File: config.mk
export PLATFORM = sky130hd
export DESIGN_NAME = joy_db15_responder
export DESIGN_NICKNAME = d
export VERILOG_FILES = /design/src/rtl/joy_db15_pkg.sv /design/src/rtl/joy_db15_responder_sync_edge.sv /design/src/rtl/joy_db15_responder.sv
export SDC_FILE = /design/constraint.sdc
export NUM_CORES = 1
export LEC_CHECK = 0
export ABC_AREA = 1
export CORE_MARGIN = 2
export CORE_UTILIZATION = 50
export DETAILED_ROUTE_END_ITERATION = 8
export HOLD_SLACK_MARGIN = 0.1
export PLACE_DENSITY = 0.77
export SYNTH_ARGS = -nofsm -noshare
export SYNTH_HDL_FRONTEND = slang
export SYNTH_HIERARCHICAL = 1
export SYNTH_SLANG_ARGS = --single-unit
File: constraint.sdc
create_clock -name clk -period 2 [get_ports clk]
set_input_delay 0.6 -clock clk [delete_from_list [all_inputs] [get_ports clk]]
set_output_delay 0.6 -clock clk [all_outputs]
set_load 0.01 [all_outputs]
File: src/rtl/joy_db15_pkg.sv
// Shared definitions for the DB15 joystick responder: FSM state encoding
// and the default number of bits carried per player.
package joy_db15_pkg;

    localparam int P_BITS_DEFAULT = 12;

    typedef enum logic [1:0] {
        IDLE  = 2'd0,
        LOAD  = 2'd1,
        SHIFT = 2'd2,
        DONE  = 2'd3
    } joy_state_e;

endpackage

File: src/rtl/joy_db15_responder_sync_edge.sv
// Two-flop synchronizer for a strobe from the reader, followed by a
// previous-value register that yields single-cycle rise and fall pulses.
// All flops reset to 1 so an idle-high strobe never produces a fake edge.
module sync_edge (
    input  logic clk,
    input  logic reset,
    input  logic async_in,
    output logic rise,
    output logic fall
);

    logic meta;
    logic sync;
    logic prev;

    // Bring the asynchronous strobe into the clk domain and remember its last value
    always_ff @(posedge clk) begin
        if (reset) begin
            meta <= 1'b1;
            sync <= 1'b1;
            prev <= 1'b1;
        end else begin
            meta <= async_in;
            sync <= meta;
            prev <= sync;
        end
    end

    assign rise = sync & ~prev;
    assign fall = ~sync & prev;

endmodule

File: src/rtl/joy_db15_responder.sv
// Responder end of the DB15 serial joystick link: latches both players'
// controls on the reader's load strobe and shifts them out, player 1 bit 0
// first, on each rising edge of the reader's shift clock. Pressed is 0 on
// the wire and the line idles high.
module joy_db15_responder
    import joy_db15_pkg::*;
#(
    parameter  int P_BITS     = P_BITS_DEFAULT,
    localparam int FRAME_BITS = 2 * P_BITS,
    localparam int CNT_W      = $clog2(FRAME_BITS + 1)
) (
    input  logic              clk,
    input  logic              reset,
    input  logic [P_BITS-1:0] joystick1,
    input  logic [P_BITS-1:0] joystick2,
    input  logic              joy_load,
    input  logic              joy_clk,
    output logic              joy_data,
    output logic              frame_done,
    output logic              short_frame,
    output logic [CNT_W-1:0]  bit_cnt
);

    joy_state_e            state;
    logic [FRAME_BITS-1:0] sr;
    logic [FRAME_BITS-1:0] load_image;
    logic                  load_rise;
    logic                  load_fall;
    logic                  clk_rise;
    logic                  unused_clk_fall;

    sync_edge u_load_sync (
        .clk      (clk),
        .reset    (reset),
        .async_in (joy_load),
        .rise     (load_rise),
        .fall     (load_fall)
    );

    sync_edge u_clk_sync (
        .clk      (clk),
        .reset    (reset),
        .async_in (joy_clk),
        .rise     (clk_rise),
        .fall     (unused_clk_fall)
    );

    assign load_image = {~joystick2, ~joystick1};
    assign joy_data   = sr[0];

    // Frame FSM: load transparently while the strobe is low, then shift one bit per reader clock edge.
    // The synchronizer resets high, so after reset any low level on joy_load shows up as a fall,
    // which is what moves IDLE into LOAD.
    always_ff @(posedge clk) begin
        if (reset) begin
            state       <= IDLE;
            sr          <= '1;
            bit_cnt     <= '0;
            frame_done  <= 1'b0;
            short_frame <= 1'b0;
        end else begin
            frame_done  <= 1'b0;
            short_frame <= 1'b0;
            case (state)
                IDLE: begin
                    if (load_fall) begin
                        state   <= LOAD;
                        sr      <= load_image;
                        bit_cnt <= '0;
                    end
                end
                LOAD: begin
                    sr      <= load_image;
                    bit_cnt <= '0;
                    if (load_rise) begin
                        state <= SHIFT;
                    end
                end
                SHIFT: begin
                    if (load_fall) begin
                        state       <= LOAD;
                        sr          <= load_image;
                        bit_cnt     <= '0;
                        short_frame <= (bit_cnt != '0);
                    end else if (clk_rise) begin
                        sr      <= {1'b1, sr[FRAME_BITS-1:1]};
                        bit_cnt <= bit_cnt + CNT_W'(1);
                        if (bit_cnt == CNT_W'(FRAME_BITS - 1)) begin
                            state      <= DONE;
                            frame_done <= 1'b1;
                        end
                    end
                end
                DONE: begin
                    if (load_fall) begin
                        state   <= LOAD;
                        sr      <= load_image;
                        bit_cnt <= '0;
                    end else if (clk_rise) begin
                        sr <= {1'b1, sr[FRAME_BITS-1:1]};
                    end
                end
                default: begin
                    state <= IDLE;
                end
            endcase
        end
    end

endmodule

Word-level counts from Yosys, hierarchy flattened
Cells that the tools add are included.
{ "word_totals": {"reg_bits": 39, "latch_bits": 0, "mem_bits_rw": 0, "romBits": 0, "input_bits": 28, "out_inout_bits": 8, "elab_cells": 57, "n_memories": 0} }
{ "classes": {"n_addsub": 1, "n_mul": 0, "n_div": 0, "order_cmp": 0, "eq_ne": 10, "shift": 0, "n_mux": 15, "bitwise": 11, "n_reduce_logical": 9} }
{ "op_table": {"columns": ["operator", "n"], "rows": [
  ["2-to-1 mux 24 bit", 3],
  ["case mux 24 bit (3 select lines)", 1],
  ["NOT 12 bit", 2],
  ["2-to-1 mux 5 bit", 3],
  ["case mux 5 bit (3 select lines)", 1],
  ["2-to-1 mux 2 bit", 5],
  ["!= test 3 bit (second input constant)", 2],
  ["NOT 1 bit", 6],
  ["case mux 2 bit (3 select lines)", 1],
  ["adder 5 x 1 -> 5 bit (second input constant)", 1],
  ["equality test 5 bit (second input constant)", 1],
  ["nonzero test 5 bit", 1],
  ["equality test 2 bit (second input constant)", 2],
  ["!= test 2 bit (second input constant)", 2],
  ["AND reduction 2 bit", 2],
  ["AND reduction 4 bit", 1],
  ["OR reduction 2 bit", 2],
  ["OR reduction 4 bit", 1],
  ["bitwise AND 1 bit", 3],
  ["!= test 3 x 1 -> 1 bit (second input constant)", 1],
  ["OR reduction 3 bit", 1],
  ["equality test 2 x 1 -> 1 bit (second input constant)", 1],
  ["zero test 2 bit", 1],
  ["!= test 2 x 1 -> 1 bit (second input constant)", 1],
  ["2-to-1 mux 1 bit", 1]
]} }

Longest topological paths before layout
Gate-level depths: netlist of run 1.
{ "depth": {"word_depth": 5, "depth_mapped": 10, "ltp_nobuf": 9} }

Cells and area by module
The synthesis of run 1 kept the hierarchy.
{ "modules_own_cells": {"columns": ["mod", "instances", "cells_per_inst", "area_each_um2", "seq_area_each_um2"], "rows": [
  ["joy_db15_responder", 1, 239, 1801.7, 660.6],
  ["sync_edge", 2, 13, 97.6, 60.1]
]} }

Worst setup path after synthesis of run 1
No wires, ideal clock.
{ "synth_path": {"path_kind": "reg-to-reg", "startpoint": "register state[0]", "endpoint": "register sr[0]", "arrival_ns": 1.236, "slack_ns": 0.630, "stages_incl_launch_ff": 9, "n_path_buf": 1, "period_less_slack_ns": 1.370, "cell_sequence": "dfxtp_1 > inv_1 > ha_1 > o21bai_2 > nand2_2 > inv_2 > buf_4 > nand2_1 > nand3_1"} }
{ "synth_between": {"elab_chain_cells": 4, "word_cells_on_any_way": 9, "cone_classes": "eq/ne: 5; mux: 1; reduce/logical: 3"} }
{ "synth_lines": {"columns": ["element", "line", "source"], "rows": [
  ["from (decl)", "joy_db15_responder.sv:24", "joy_state_e state;"],
  ["from (signal assigned)", "joy_db15_responder.sv:56", "state <= IDLE;"],
  ["from (signal assigned)", "joy_db15_responder.sv:67", "state <= LOAD;"],
  ["from (signal assigned)", "joy_db15_responder.sv:76", "state <= SHIFT;"],
  ["equality test 2 bit", "joy_db15_responder.sv:64", "case (state)"],
  ["OR reduction 2 bit (no line)", null, null],
  ["!= test 3 x 1 -> 1 bit (no line)", null, null],
  ["AND reduction 2 bit (no line)", null, null],
  ["to (signal assigned)", "joy_db15_responder.sv:68", "sr <= load_image;"],
  ["to (signal assigned)", "joy_db15_responder.sv:73", "sr <= load_image;"],
  ["to (signal assigned)", "joy_db15_responder.sv:82", "sr <= load_image;"],
  ["to (decl)", "joy_db15_responder.sv:25", "logic [FRAME_BITS-1:0] sr;"]
]} }
Several ways; a longest one is shown, not always the timed one.
A chain may end at the register's enable or synchronous reset.

Worst setup path after layout of run 1
{ "layout_path": {"startpoint": "register bit_cnt[2]", "endpoint": "output bit_cnt[2]"} }
{ "layout_lines": {"columns": ["element", "line", "source"], "rows": [
  ["from (decl)", "joy_db15_responder.sv:21", "output logic [CNT_W-1:0] bit_cnt"],
  ["from (signal assigned)", "joy_db15_responder.sv:87", "bit_cnt <= bit_cnt + CNT_W'(1);"]
]} }
No word-level cell between the ends.

==> results.cfg, run 1 <==
[outcome]
status = completed

[worst_setup_path]
critPathBufInv = 1
critPathArrivalTime_ns = 1.25
cp_cell_sequence = clkdlybuf4s50_1
critPathMaxStageDelay_ns = 0.56
r2r_cells = 8
crit_path_end_kind = primary output
critPathTopFamily = buffers and inverters
cp.required_ns = 1.40
critPathLaunchType = flip-flop
cp_max_fo = 5
cp_slowest_cell = clkdlybuf4s50_1
path_depth = 1
crit_type = reg -> out

[clock_tree]
cts_max_level = 2
clk_pin_slew_ns = 0.07
postCtsHoldBufs = 0
cts_made_buffers = 5
worstSkewPairLatency_ns = 0.29
cts_resized = 0
cts_root_buffer = clkbuf_8
cts_tree = built
clockBufferDepth = 2
cts_setup_buffers = 0
clock_sinks = 39

[sta]
fin_tns_setup_ns = 0
final-max-slew-violation-count = 0
worstMarginPinSlew_ns = 0.394
slew_headroom_pct = 73.7
max_freq_mhz = 541
worst_slack_ns = 0.152
hold_viol = 0
fin_hold_ws_ns = 0.416
rsz0062_at_grt = no
finalSetupViolCount = 0
min_period_ns = 1.85
finalCritPeriodShare_pct = 92.4
skew_ns = 0.00928

[global_routing]
grt_pass1_vias = 1462
grtUsageTotal_pct = 17.9
grt_pass1_wl_um = 6150
grt_max_degree = 47
grt-ovfl-total = 0
antenna_found_initial = 0

[pwr]
power_density_mw_per_mm2 = 1360
p_total_mw = 3.30
p_leak_nw = 1.10
ir_drop_mv = 0.917

[route]
routed_via_density = 4.88
via_count = 1683
wl_per_cell_um = 10.5
ant_nets = 0
dr.pass1.iters = 4
drt_iter0_drc = 101
drc = 0
drt_wl_total_um = 3640

[finish]
diodes = 0
fillCellCount = 341
final_cell_area_mm2 = 0.00243
syn_to_final_growth_pct = 22.1
final_nets = 331
drive_above_1_share_pct = 19.9

[die]
start_util_pct = 53.1
core-area_mm2 = 0.00374
die_height_um = 67.1
dieArea_mm2 = 0.00450
io_pins = 36
num_rows = 22
die_w_um = 67.1

[synth]
synth_area_mm2 = 0.00199
synth_warnings = 6
syn-num-nets = 298
syn_inst = 263
synth_area_per_cell_um2 = 7.56

[place]
dp.final_hpwl_um = 2470
numPortBuffers = 35
globalplace.congestion = 0.796
dpl_cell_area_mm2 = 0.00234
place_ws_ns = 0.330

[min_path]
holdPathStages = 2
hp-class = reg -> reg

[flow_run]
drv_cap = 0
[layout by cell type (no fill, tap or decap), drive strengths merged]
master,count
nand2,99
dfxtp,39
clkdlybuf4s50,35
nand3,30
o21ai,25
inv,25
nor2,17
ha,7
clkbuf,5
a21oi,3
nand4,3
clkinv,3
buf,2
o21bai,1
nand3b,1
nor3,1
a31oi,1
[routing by layer]
metal	GRT usage (%)	vias up	part of all wire, %	routed length (um)
met5	0	-	0	0
met4	6.12	0	1.3	48
met3	4.39	6	4.3	157
met2	30.6	27	49	1770
met1	21.8	756	46	1660
li1	-	894	-	-
[final cells by class]
cell class                 instances  area, um^2  area share, %
tap                               48        60.1           2.47
inverter                          25        96.3           3.97
clock inverter                     3        15.0          0.618
clock buffer                       5        68.8           2.83
timing repair buffer              37         378           15.6
multi-input combinational        188        1030           42.4
sequential                        39         781           32.1
[worst paths after layout]
| check | start | slack [ns] | endpoint |
|---|---|---|---|
| min | u_clk_sync/meta$_SDFF_PP1_ | 0.42 | u_clk_sync/sync$_SDFF_PP1_ |
| max | bit_cnt[2]$_SDFFE_PP0P_ | 0.15 | bit_cnt[2] |
| min reg2reg | u_clk_sync/meta$_SDFF_PP1_ | 0.42 | u_clk_sync/sync$_SDFF_PP1_ |
| max reg2reg | state[0]$_SDFFE_PP0P_ | 0.39 | sr[15]$_SDFFE_PP1P_ |
[report_power, final]
group	switching (mW)	internal, mW	leakage [nW]
sequential	0.158	1.03	0.322
clock	0.264	0.238	0.0477
combinational	0.998	0.608	0.726
total	1.42	1.88	1.10
[per-stage QoR]
step / instances / util [%]
after floorplan: 263 / -
after global placement: 337 / 62.6
after detailed placement: 337 / 62.6
after CTS: 345 / 64.9
after global routing: 345 / 64.9
final: 345 / 64.9
[state kept, by name, indices dropped and copies added (netlist names)]
register	flops
sr	24
u_clk_sync/meta	1
frame_done	1
u_load_sync/prev	1
state	2
u_load_sync/sync	1
u_clk_sync/sync	1
short_frame	1
bit_cnt	5
u_clk_sync/prev	1
u_load_sync/meta	1
Power figures use the tool's default switching activity.
==> run 2: changes to the inputs <==
--- a/config.mk
+++ b/config.mk
@@ -9,9 +9,8 @@
 export CORE_MARGIN = 2
 export CORE_UTILIZATION = 50
 export DETAILED_ROUTE_END_ITERATION = 8
-export HOLD_SLACK_MARGIN = 0.1
+export HOLD_SLACK_MARGIN = 0.12
 export PLACE_DENSITY = 0.77
 export SYNTH_ARGS = -nofsm -noshare
 export SYNTH_HDL_FRONTEND = slang
-export SYNTH_HIERARCHICAL = 1
 export SYNTH_SLANG_ARGS = --single-unit
==> run 2 against run 1 <==
- core utilization is 0.36 points higher
- area after synthesis shrank 2.4%
- sequential power about the same
- hold slack got worse by 0.0069 ns
- die area shrank 2.2%
==> results.cfg, run 2 <==
[global_routing]
antenna_found_initial = 0
grt_pass1_wl_um = 5990
grt-ovfl-total = 0
grt_pass1_vias = 1508
grt_max_degree = 26
grtUsageTotal_pct = 17.7

[route]
wl_met2_um = 1710
drc = 0
dr.pass1.iters = 4
wl_met3_um = 190
via_count = 1721
wl_per_cell_um = 9.93
drt_iter0_drc = 98
wl_met1_um = 1680
routed_via_density = 4.72
drt_wl_total_um = 3630
topRoutingLayerUsed = met4
ant_nets = 0

[die]
io_pins = 36
core-area_mm2 = 0.00369
die_w_um = 66.3
start_util_pct = 52.6
dieArea_mm2 = 0.00440
die_height_um = 66.3
num_rows = 22

[pwr]
share_comb_of_total_power_pct = 39.6
p_sw_share_pct = 37.6
internal_power_mw = 1.83
p_leak_nw = 1.18
p_total_mw = 2.93
power_density_mw_per_mm2 = 1220
clkPwrFrac_pct = 19.7
seq_power_share_pct = 40.8
switching_power_mw = 1.10
ir_drop_mv = 0.697

[place]
numPortBuffers = 35
globalplace.congestion = 0.850
dp.final_hpwl_um = 2470
dpl_cell_area_mm2 = 0.00231
place_ws_ns = 0.270

[worst_setup_path]
critPathTopFamily = buffers and inverters
critPathBufInv = 1
crit_path_end_kind = primary output
cp_max_fo = 5
critPathMaxStageDelay_ns = 0.56
cp_slowest_cell = clkdlybuf4s50_1
cp.required_ns = 1.40
cp_cell_sequence = clkdlybuf4s50_1
critPathLaunchType = flip-flop
crit_type = reg -> out
critPathArrivalTime_ns = 1.24

[synth]
synthArstFlopShare_pct = 0
yosys.cell_types.count = 23
synth_commonest_cells = 88 x nand2_1, 41 x inv_1, 39 x dfxtp_1
syn-num-nets = 314
synth_warnings = 0
yosys-top-cells-area = dfxtp_1 40%, nand2_1 17%, nand3_1 8.2%
synth_area_mm2 = 0.00194
ys_seq_area_share_pct = 40.2
synth_edf_count = 0
syn_inst = 280
yosysTopAreaCellShare_pct = 40.2
yosysMostFrequentCell = nand2_1
yosys.area.top_type = dfxtp_1
ys.flop_type = dfxtp_1
synth_area_per_cell_um2 = 6.94
ys_ff_latch = 39

[finish]
largest_reg_flops = 24
final_common_cell = nand2_1
final_nets = 350
drive_above_1_share_pct = 9.15
largestRegisters = sr x24, bit_cnt x5, state x2
final_cell_area_mm2 = 0.00241
largest-register = sr
final_cell_mix = 88 x nand2_1, 41 x inv_1, 39 x dfxtp_1
diodes = 0
syn_to_final_growth_pct = 23.9

[clock_tree]
clockBufferDepth = 2
cts_tree = built
worstSkewPairLatency_ns = 0.29
cts_max_level = 2
cts_made_buffers = 5
cts_root_buffer = clkbuf_8
cts_setup_buffers = 0
clock_sinks = 39
clk_pin_slew_ns = 0.07
postCtsHoldBufs = 0
cts_resized = 0

[sta]
worst_slack_ns = 0.159
fin_tns_setup_ns = 0
hold_viol = 0
rsz0062_at_grt = no
worstMarginPinSlew_ns = 0.310
final-max-slew-violation-count = 0
slew_headroom_pct = 79.2
skew_ns = 0.00656
finalSetupViolCount = 0
max_freq_mhz = 543
min_period_ns = 1.84
finalCritPeriodShare_pct = 92.1

[flow_run]
drv_cap = 0

[min_path]
hp-class = reg -> reg

[outcome]
status = completed
[run 2: worst paths after layout]
check	cells past startpoint	slack [ns]	endpoint	startpoint
hold reg to reg	1	0.41	u_load_sync.sync$_SDFF_PP1_	u_load_sync.meta$_SDFF_PP1_
setup reg to reg	11	0.31	sr[22]$_SDFFE_PP1P_	state[0]$_SDFFE_PP0P_
setup / recovery	1	0.16	bit_cnt[0]	bit_cnt[0]$_SDFFE_PP0P_
hold / removal	1	0.41	u_load_sync.sync$_SDFF_PP1_	u_load_sync.meta$_SDFF_PP1_
[run 2: routing by layer]
layer	up-vias	global-route usage (%)
met5	-	0
met4	0	5.87
met3	5	6.81
met2	34	31.0
met1	753	19.6
li1	929	-
[run 2: metrics by stage]
stage | hold slack, ns | instances | utilization (%)
after detailed placement | 0.395 | 357 | 62.5
after global placement | 0.392 | 357 | 62.5
after CTS | 0.411 | 365 | 65.2
after global routing | 0.435 | 365 | 65.2
after floorplan | 0.389 | 280 | -
final | 0.409 | 365 | 65.2
[run 2: cell families after synthesis]
group | synth area share [%]
buffers and inverters | 14.2
AOI/OAI and AO/OA | 10.1
adders and majority gates | 3.87
DFF | 40.2
and+or+nand+nor | 31.7
[run 2: power groups by stage]
stage / clock, mW / sequential, mW / combinational, mW
2_1_floorplan: 0 / 1.18 / 0.968
3_3_place_gp: 0 / 1.20 / 1.15
3_5_place_dp: 0 / 1.21 / 1.16
4_1_cts: 0.590 / 1.19 / 1.17
5_1_grt: 0.628 / 1.22 / 1.35
6_report: 0.577 / 1.19 / 1.16
[run 2: area by class of cell]
class / instances / area, um^2
fill: 358 / 1280
multi-input combinational: 184 / 886
sequential: 39 / 781
timing repair buffer: 41 / 408
inverter: 45 / 171
clock buffer: 8 / 100
tap: 48 / 60.1
==> run 3: changes to the inputs <==
--- a/config.mk
+++ b/config.mk
@@ -6,6 +6,7 @@
 export NUM_CORES = 1
 export LEC_CHECK = 0
 export ABC_AREA = 1
+export CORE_ASPECT_RATIO = 1.4
 export CORE_MARGIN = 2
 export CORE_UTILIZATION = 50
 export DETAILED_ROUTE_END_ITERATION = 8
@@ -13,4 +14,5 @@
 export PLACE_DENSITY = 0.77
 export SYNTH_ARGS = -nofsm -noshare
 export SYNTH_HDL_FRONTEND = slang
+export SYNTH_HIERARCHICAL = 1
 export SYNTH_SLANG_ARGS = --single-unit
==> run 3 against run 2 <==
- global-route usage decreased by 0.35 points
- sequential power about the same
- highest routed layer unchanged
- clock power shrank 8.7%
- count of clock-buffer cells in the layout down 2
- via count is 1.1% lower
- first-iteration DRC count fell by 12%
- sequential share of layout area down 0.37 points
- setup slack lost 0.015 ns
- die area is 2.5% higher
- non-clock buffer count fell by 3
- critical path depth is the same
- maximum frequency decreased by 0.79%
==> results.cfg, run 3 (synthesized netlist as in run 1, its figures left out) <==
[outcome]
status = completed

[pwr]
power_density_mw_per_mm2 = 1370
ir_drop_mv = 0.765
p_total_mw = 3.33
p_leak_nw = 1.10

[worst_setup_path]
crit_path_end_kind = primary output
cp-startpoint = bit_cnt[2]$_SDFFE_PP0P_
cp_slowest_cell = clkdlybuf4s50_1
crit_type = reg -> out
cp.required_ns = 1.40
critPathMaxStageDelay_ns = 0.57
critPathLaunchType = flip-flop
cp_max_fo = 5
critPathArrivalTime_ns = 1.26
r2r-start = u_load_sync/prev$_SDFF_PP1_
cp_cell_sequence = clkdlybuf4s50_1
critPathBufInv = 1
critPathTopFamily = buffers and inverters

[place]
dp.final_hpwl_um = 2540
globalplace.congestion = 0.818
dp.cells = 333
numPortBuffers = 35

[die]
die_height_um = 78.6
dieArea_mm2 = 0.00451
num_rows = 27
core-area_mm2 = 0.00388
die_w_um = 57.3
io_pins = 36
start_util_pct = 51.2

[finish]
diodes = 0
final_nets = 332
largest-register = sr
drive_above_1_share_pct = 19.9
stdcell_count = 340
multi_input_area_mm2 = 0.00103
largest_reg_flops = 24
final_common_cell = nand2_1
final_cell_mix = 78 x nand2_1, 39 x dfxtp_1, 35 x clkdlybuf4s50_1
regArea_um2 = 781
largestRegisters = sr x24, bit_cnt x5, state x2
fillCellCount = 370
syn_to_final_growth_pct = 22.3

[sta]
final-max-slew-violation-count = 0
fin_tns_setup_ns = 0
hold_viol = 0
max_freq_mhz = 539
skew_ns = 0.00452
slew_headroom_pct = 73.6
rsz0062_at_grt = no
worstMarginPinSlew_ns = 0.395
min_period_ns = 1.86
finalSetupViolCount = 0
finalCritPeriodShare_pct = 92.8

[global_routing]
grt-ovfl-total = 0
grtUsageTotal_pct = 17.4
grt_pass1_wl_um = 6310
grt_pass1_vias = 1599
antenna_found_initial = 0
grt_max_degree = 47

[clock_tree]
cts_made_buffers = 5
clk_pin_slew_ns = 0.07
worstSkewPairLatency_ns = 0.29
cts_root_buffer = clkbuf_8
postCtsHoldBufs = 0
cts_max_level = 2
cts_resized = 0
clock_sinks = 39
cts_setup_buffers = 0
clockBufferDepth = 2
cts_tree = built

[route]
via_count = 1702
dr.pass1.iters = 4
ant_nets = 0
drt_wl_total_um = 3620
wl_per_cell_um = 10.7
drc = 0
routed_via_density = 5.01
drt_iter0_drc = 86

[flow_run]
drv_cap = 0

[min_path]
hp-class = reg -> reg
holdCritStartpoint = u_load_sync/meta$_SDFF_PP1_
## run 3: area by class of cell
cell class | instances | share of cell area, %
Inverter | 25 | 3.96
Clock inverter | 1 | 0.206
Clock buffer | 6 | 3.39
Sequential cell | 39 | 32.1
Timing Repair Buffer | 38 | 15.8
Multi-Input combinational cell | 188 | 42.3
Tap cell | 43 | 2.21
## run 3: path summary, 6_finish.rpt
path	end	slack, ns	cells after the start
setup reg to reg	sr[16]$_SDFFE_PP1P_	0.45	9
hold reg to reg	u_load_sync/sync$_SDFF_PP1_	0.41	2
setup / recovery	bit_cnt[2]	0.14	1
hold / removal	u_load_sync/sync$_SDFF_PP1_	0.41	2
## run 3: per-layer routing
layer	routed length, um	up-vias	track usage [%]
met5	0	-	0
met4	91	0	8.60
met3	177	9	4.61
met2	1790	30	30.1
met1	1560	770	19.3
li1	-	893	-
## run 3: per-stage QoR
stage	hold WS (ns)	util, %	instance area (um^2)	setup slack (ns)
floorplan	0.387	-	1990	0.630
global placement	0.392	60.4	2350	0.347
detailed placement	0.397	60.4	2350	0.301
CTS	0.415	62.6	2430	0.139
global route	0.441	62.6	2430	0.0917
finish	0.412	62.6	2430	0.144
## run 3: power breakdown
group,internal [mW],switching [mW]
logic,0.616,1.00
registers,1.03,0.152
clock network,0.270,0.257
total,1.92,1.41
